$ cat config.mk
export PLATFORM = sky130hd
export DESIGN_NAME = cdc_command_sync
export DESIGN_NICKNAME = d
export VERILOG_FILES = /design/src/rtl/cdc_sync_pkg.sv /design/src/rtl/sync_ff_chain.sv /design/src/rtl/cdc_command_sync.sv
export SDC_FILE = /design/constraint.sdc
export NUM_CORES = 1
export LEC_CHECK = 0
export CELL_PAD_IN_SITES_DETAIL_PLACEMENT = 0
export CELL_PAD_IN_SITES_GLOBAL_PLACEMENT = 1
export CORE_MARGIN = 2
export CORE_UTILIZATION = 39
export CTS_CLUSTER_SIZE = 25
export DETAILED_ROUTE_END_ITERATION = 10
export GPL_TIMING_DRIVEN = 0
export HOLD_SLACK_MARGIN = 0.15
export PLACE_DENSITY_LB_ADDON = 0.1
export SYNTH_ARGS = -nofsm -noshare
export SYNTH_HDL_FRONTEND = slang
export SYNTH_SLANG_ARGS = --single-unit
$ cat constraint.sdc
create_clock -name clk_fast -period 2 [get_ports clk_fast]
set_input_delay 0.3 -clock clk_fast [delete_from_list [all_inputs] [get_ports clk_fast]]
set_output_delay 0.3 -clock clk_fast [all_outputs]
set_load 0.02 [all_outputs]
$ cat src/rtl/cdc_sync_pkg.sv
// Shared limits, defaults and derived widths for the command_en clock-domain synchronizer.
package cdc_sync_pkg;

  localparam int SYNC_STAGES_MIN   = 2;
  localparam int SYNC_STAGES_MAX   = 4;
  localparam int CNT_W_DEF         = 16;
  localparam int FILTER_CYCLES_DEF = 4;

  // The filter counter must be able to hold the values 0..FILTER_CYCLES.
  function automatic int filt_cnt_w(input int filter_cycles);
    return $clog2(filter_cycles + 1);
  endfunction

endpackage

$ cat src/rtl/sync_ff_chain.sv
// N-stage flip-flop synchronizer with asynchronous active-high reset.
// Exposes the last stage and the stage feeding it, so callers can compute registered edge pulses.
module sync_ff_chain
  import cdc_sync_pkg::*;
#(
  parameter int SYNC_STAGES = SYNC_STAGES_MIN
) (
  input  logic clk,
  input  logic rst,
  input  logic d,
  output logic sync_nxt,
  output logic sync_q
);

  (* ASYNC_REG = "TRUE" *) logic [SYNC_STAGES-1:0] stage_q;

  always_ff @(posedge clk or posedge rst) begin
    if (rst) begin
      stage_q <= '0;
    end else begin
      stage_q <= {stage_q[SYNC_STAGES-2:0], d};
    end
  end

  assign sync_nxt = stage_q[SYNC_STAGES-2];
  assign sync_q   = stage_q[SYNC_STAGES-1];

endmodule

$ cat src/rtl/cdc_command_sync.sv
// Synchronizes the slow-domain level command_en into clk_fast, with edge pulses and a rise counter.
// Optional glitch filter enabled by defining CDC_SYNC_FILTER_EN.
module cdc_command_sync
  import cdc_sync_pkg::*;
#(
  parameter int SYNC_STAGES   = 2,
  parameter int CNT_W         = CNT_W_DEF,
  parameter int FILTER_CYCLES = FILTER_CYCLES_DEF
) (
  input  logic             clk_fast,
  input  logic             rst_fast,
  input  logic             command_en,
  output logic             command_en_sync,
  output logic             command_rise,
  output logic             command_fall,
  output logic [CNT_W-1:0] rise_count
);

  if (SYNC_STAGES < SYNC_STAGES_MIN || SYNC_STAGES > SYNC_STAGES_MAX) begin : g_bad_stages
    $error("cdc_command_sync: SYNC_STAGES=%0d outside %0d..%0d",
           SYNC_STAGES, SYNC_STAGES_MIN, SYNC_STAGES_MAX);
  end

  logic sync_nxt;
  logic sync_q;
  logic level_q;
  logic level_d;
  logic rise_p1;
  logic fall_p1;
  logic [CNT_W-1:0] cnt_p2;

  sync_ff_chain #(
    .SYNC_STAGES(SYNC_STAGES)
  ) u_sync (
    .clk      (clk_fast),
    .rst      (rst_fast),
    .d        (command_en),
    .sync_nxt (sync_nxt),
    .sync_q   (sync_q)
  );

`ifdef CDC_SYNC_FILTER_EN
  if (FILTER_CYCLES < 1) begin : g_bad_filter
    $error("cdc_command_sync: FILTER_CYCLES=%0d must be >= 1", FILTER_CYCLES);
  end

  localparam int FCW = filt_cnt_w(FILTER_CYCLES);
  localparam logic [FCW-1:0] FILT_LAST = FCW'(FILTER_CYCLES - 1);

  logic [FCW-1:0] filt_cnt;
  logic           differ;
  logic           accept;
  logic           unused_sync_nxt;

  assign unused_sync_nxt = sync_nxt;
  assign differ  = sync_q ^ level_q;
  // Accept on the cycle that completes FILTER_CYCLES consecutive differing samples.
  assign accept  = differ && (filt_cnt == FILT_LAST);
  assign level_d = accept ? sync_q : level_q;

  // Filter stage
  always_ff @(posedge clk_fast or posedge rst_fast) begin
    if (rst_fast) begin
      filt_cnt <= '0;
      level_q  <= 1'b0;
    end else begin
      level_q <= level_d;
      if (!differ || accept) begin
        filt_cnt <= '0;
      end else begin
        filt_cnt <= filt_cnt + FCW'(1);
      end
    end
  end
`else
  localparam int UNUSED_FILTER_CYCLES = FILTER_CYCLES;

  // The last synchronizer stage is the level; the stage before it is its next value.
  assign level_q = sync_q;
  assign level_d = sync_nxt;
`endif

  // Edge detect stage: pulses land in the same cycle the level changes
  always_ff @(posedge clk_fast or posedge rst_fast) begin
    if (rst_fast) begin
      rise_p1 <= 1'b0;
      fall_p1 <= 1'b0;
    end else begin
      rise_p1 <= level_d & ~level_q;
      fall_p1 <= ~level_d & level_q;
    end
  end

  // Counter stage: counts each rise pulse one cycle later, wrapping freely
  always_ff @(posedge clk_fast or posedge rst_fast) begin
    if (rst_fast) begin
      cnt_p2 <= '0;
    end else begin
      cnt_p2 <= cnt_p2 + {{(CNT_W-1){1'b0}}, rise_p1};
    end
  end

  assign command_en_sync = level_q;
  assign command_rise    = rise_p1;
  assign command_fall    = fall_p1;
  assign rise_count      = cnt_p2;

endmodule

[Word level (Yosys, flattened, before mapping)]
Index checks and enable logic that the tools add are counted.
Storage, ports and cells
  flip-flop bits (word level): 20
  output and inout port bits: 19
  word-level logic and storage cells: 9
Operators by class
  $add $sub $neg: 1
  bitwise logic cells: 4
Operators with widths (count)
  $add A16 B1 Y16: 1
  $and A1 B1 Y1: 2
  $not A1 Y1: 2

[Logic depth before layout (Yosys ltp)]
  depth after elaboration: 2
  gate-level depth with buffers: 5
  mapped depth without buffers: 5

[By module]
A second synthesis with hierarchy kept.
Second synthesis, totals
  cells, all modules: 69
  area, all modules: 848.3 um^2
By module, submodules not included
  cdc_command_sync: times used 1, cells each 66, area each 794.5 um^2, sequential area each 450.4 um^2
  sync_ff_chain: times used 1, cells each 3, area each 53.8 um^2, sequential area each 50.0 um^2

[Least setup slack after synthesis]
No wires, ideal clock.
  path type: register to register
  start: register rise_p1, in the netlist command_rise
  end: register cnt_p2[14], in the netlist rise_count[14]
  setup time: 0.080 ns
  arrival time: 1.411 ns
  data required time: 1.920 ns
  slack: 0.510 ns
  stages on the path, launching flop included: 6
  clock period less this slack: 1.490 ns
  cell sequence: dfrtp_1 ha_1 ha_1 nand4_1 nor4_1 xor2_1
Between the ends
  word-level cells in the longest chain between the ends: 1
RTL lines
  start: declaration: RTL line cdc_command_sync.sv:28  | logic rise_p1;
  start signal: assignment: RTL line cdc_command_sync.sv:89  | rise_p1 <= level_d & ~level_q;
  $add A16 B1 Y16: RTL line cdc_command_sync.sv:99  | cnt_p2 <= cnt_p2 + {{(CNT_W-1){1'b0}}, rise_p1};
  end signal: assignment: RTL line cdc_command_sync.sv:99
  end: declaration: RTL line cdc_command_sync.sv:30  | logic [CNT_W-1:0] cnt_p2;
No other way between the ends.

[Worst setup path in the final report]
  start: register cnt_p2[3], in the netlist rise_count[3]
  end: output port rise_count[3]
RTL lines
  end: declaration: RTL line cdc_command_sync.sv:16  | output logic [CNT_W-1:0] rise_count
No word-level cell between the ends.

==> reports/results.ini <==
[die]
die_w_um=50.12
rows=16
die_height_um=50.12
start_util_pct=41.86
die_area_um2=2512
ios=22
core_area_um2=1982

[timing]
skew_ns=0.001221
tns_ns=0
post-route-period-util_pct=87.56
fmax_ghz=0.5710
rsz0062_at_grt=no
final-hold-violation-count=0
hold_ws_ns=0.4172
post-route-worst-setup-slack_ns=0.2488
post-route-min-period_ns=1.751
worstMarginPinSlew_ns=0.7430
slew_headroom_pct=50.41
finalSetupViolCount=0
drv_slew=0

[clock_network]
cts_root_buffer=clkbuf_4
clk_latency_ns=0.29
cts_tree=done
ctsLongestPathBuffers=2
clkSlewWorstSetupHoldPaths_ns=0.11
post_cts_resized=0
postCtsSetupRepairBufs=0
cts_buffers=3
cts_hold_buf=0
clock-sinks=20
htreeDepth=1

[drt]
drc_errors=0
wl_met1_um=699
vias=577
wl_met3_um=57
routed_wl_mm=1.422
firstDrtPassIters=3
via_per_inst=4.808
ant_nets=0
routedWlPerCell_um=11.85
top_layer=met4
wl_met2_um=637
drt_iter0_markers=9

[grt]
grt_pass1_wl_mm=2.525
overflow=0
grt_pass1_vias=549
grt_max_degree=21
antenna_found_initial=0
grt_util_all_layers_pct=13.57

[placed_design]
place.gp.congestion=0.7242
port_buffers=21
pre_cts_ws_ns=0.4802
dp_hpwl_mm=1.036
placed_cell_area_um2=1074

[setup_path]
critPathTopFamily=buffers and inverters
cp_num_buf_inv=1
path_cells=clkdlybuf4s50_1
critical_path_class=flop to output pin
worst_setup_path_end_kind=output pin
path_max_fanout=6
max_stage_delay_ns=0.65
ff2ff_setup_slack_ns=0.49
rr_startpoint=command_rise
rr_endpoint=rise_count[14]
worstRegToRegCells=5
cp_data_arrival_time_ns=1.45
worst_path_max_delay_cell=clkdlybuf4s50_1
crit_path_start=rise_count[3]
startpoint_type=flop
crit_required_ns=1.70

[logic_synthesis]
syn-num-nets=74
ys_seq_elements=20
synth.avg_cell_area_um2=12.20
syn_area_um2=829.5
ys_seq_area_share_pct=60.33
postSynthCellCount=68
yosys_warnings=0
yosysUniqueCellTypes=14

[layout]
antenna_cells=0
multi_input_area_um2=312.8
drive_above_1_share_pct=6.452
area_delta_synth_final_pct=33.79
fillers=181
layout_common_cells=21 x clkdlybuf4s50_1, 20 x dfrtp_1, 10 x xor2_1, 6 x nand3_1
ff_latch_area_um2=500.5
final_core_util_pct=56.00
layout_commonest_cell=clkdlybuf4s50_1
fin_nets=100
final_area_um2=1110

[power]
peakVddDrop_v=0.0005137
power_density_nw_per_um2=952.0
power_leakage_uw=0.0005141

[outcome]
status=finished clean

[worst_hold_path]
hp-class=primary input to async pin

[run]
drv_cap=0

state kept, by name, summed over array words and instances, names as in the netlist:
| register | flops |
|---|---|
| command_fall | 1 |
| u_sync.stage_q | 2 |
| rise_count | 16 |
| command_rise | 1 |
how the worst max path moves through the flow:
stage | to | slack (ns) | depth (start not counted)
3_3_place_gp | rise_count[14] | 0.48 | 5
3_5_place_dp | rise_count[14] | 0.48 | 5
4_1_cts | rise_count[3] | 0.24 | 1
5_1_grt | rise_count[3] | 0.16 | 1
6_report | rise_count[3] | 0.25 | 1
2_1_floorplan | rise_count[14] | 0.51 | 5
synth_stat cells:
cell / n / area, um2
xnor2_1: 4 / 35.03
nand4_4: 1 / 21.27
nor3_1: 3 / 15.01
nor2b_1: 2 / 12.51
buf_2: 1 / 5.000
nor2_1: 4 / 15.01
nand3_1: 6 / 30.03
xor2_1: 10 / 87.58
inv_1: 3 / 11.26
dfrtp_1: 20 / 500.5
nand4_1: 3 / 18.77
nor4_1: 4 / 25.02
nand2_1: 4 / 15.01
ha_1: 3 / 37.54
worst reg2reg max path: cells and delay by family (launching register included):
family	cells	cell delay (ns)
simple gates	2	0.46
xor+xnor	1	0.17
flops	1	0.39
fa+ha+maj	2	0.43
stage by stage:
| step | power (uW) | std cells |
|---|---|---|
| floorplan | 692.8 | 68 |
| global placement | 837.1 | 116 |
| detailed placement | 842.1 | 116 |
| CTS | 1075 | 120 |
| global route | 1134 | 120 |
| finish | 1057 | 120 |
power breakdown:
| part | switching, uW | internal [uW] |
|---|---|---|
| combinational | 149 | 140 |
| clock | 117 | 111 |
| sequential | 75.8 | 463 |
| total | 342 | 715 |
cells by family (layout without fill, tap and decap cells):
group | count (synthesis) | count (layout) | share of synthesized area, %
AND/OR/NAND/NOR | 27 | 27 | 18.40
flip-flops | 20 | 20 | 60.33
XOR/XNOR | 14 | 14 | 14.78
buffers and inverters | 4 | 29 | 1.960
adder cells (fa/ha/maj) | 3 | 3 | 4.525
cell type report:
class	count	area share, %
tap	27	3.044
multi-input combinational	44	28.19
clock buffer	4	3.269
timing repair buffer	21	18.94
inverter	3	1.015
sequential	20	45.10
buffer	1	0.4510
routing by layer:
layer / GRT usage [%] / vias to the layer above
met5: 0 / -
met4: 6.944 / 0
met3: 3.030 / 4
met2: 18.20 / 15
met1: 20.16 / 279
li1: - / 279
No activity file was read; power rests on OpenSTA's default activity.
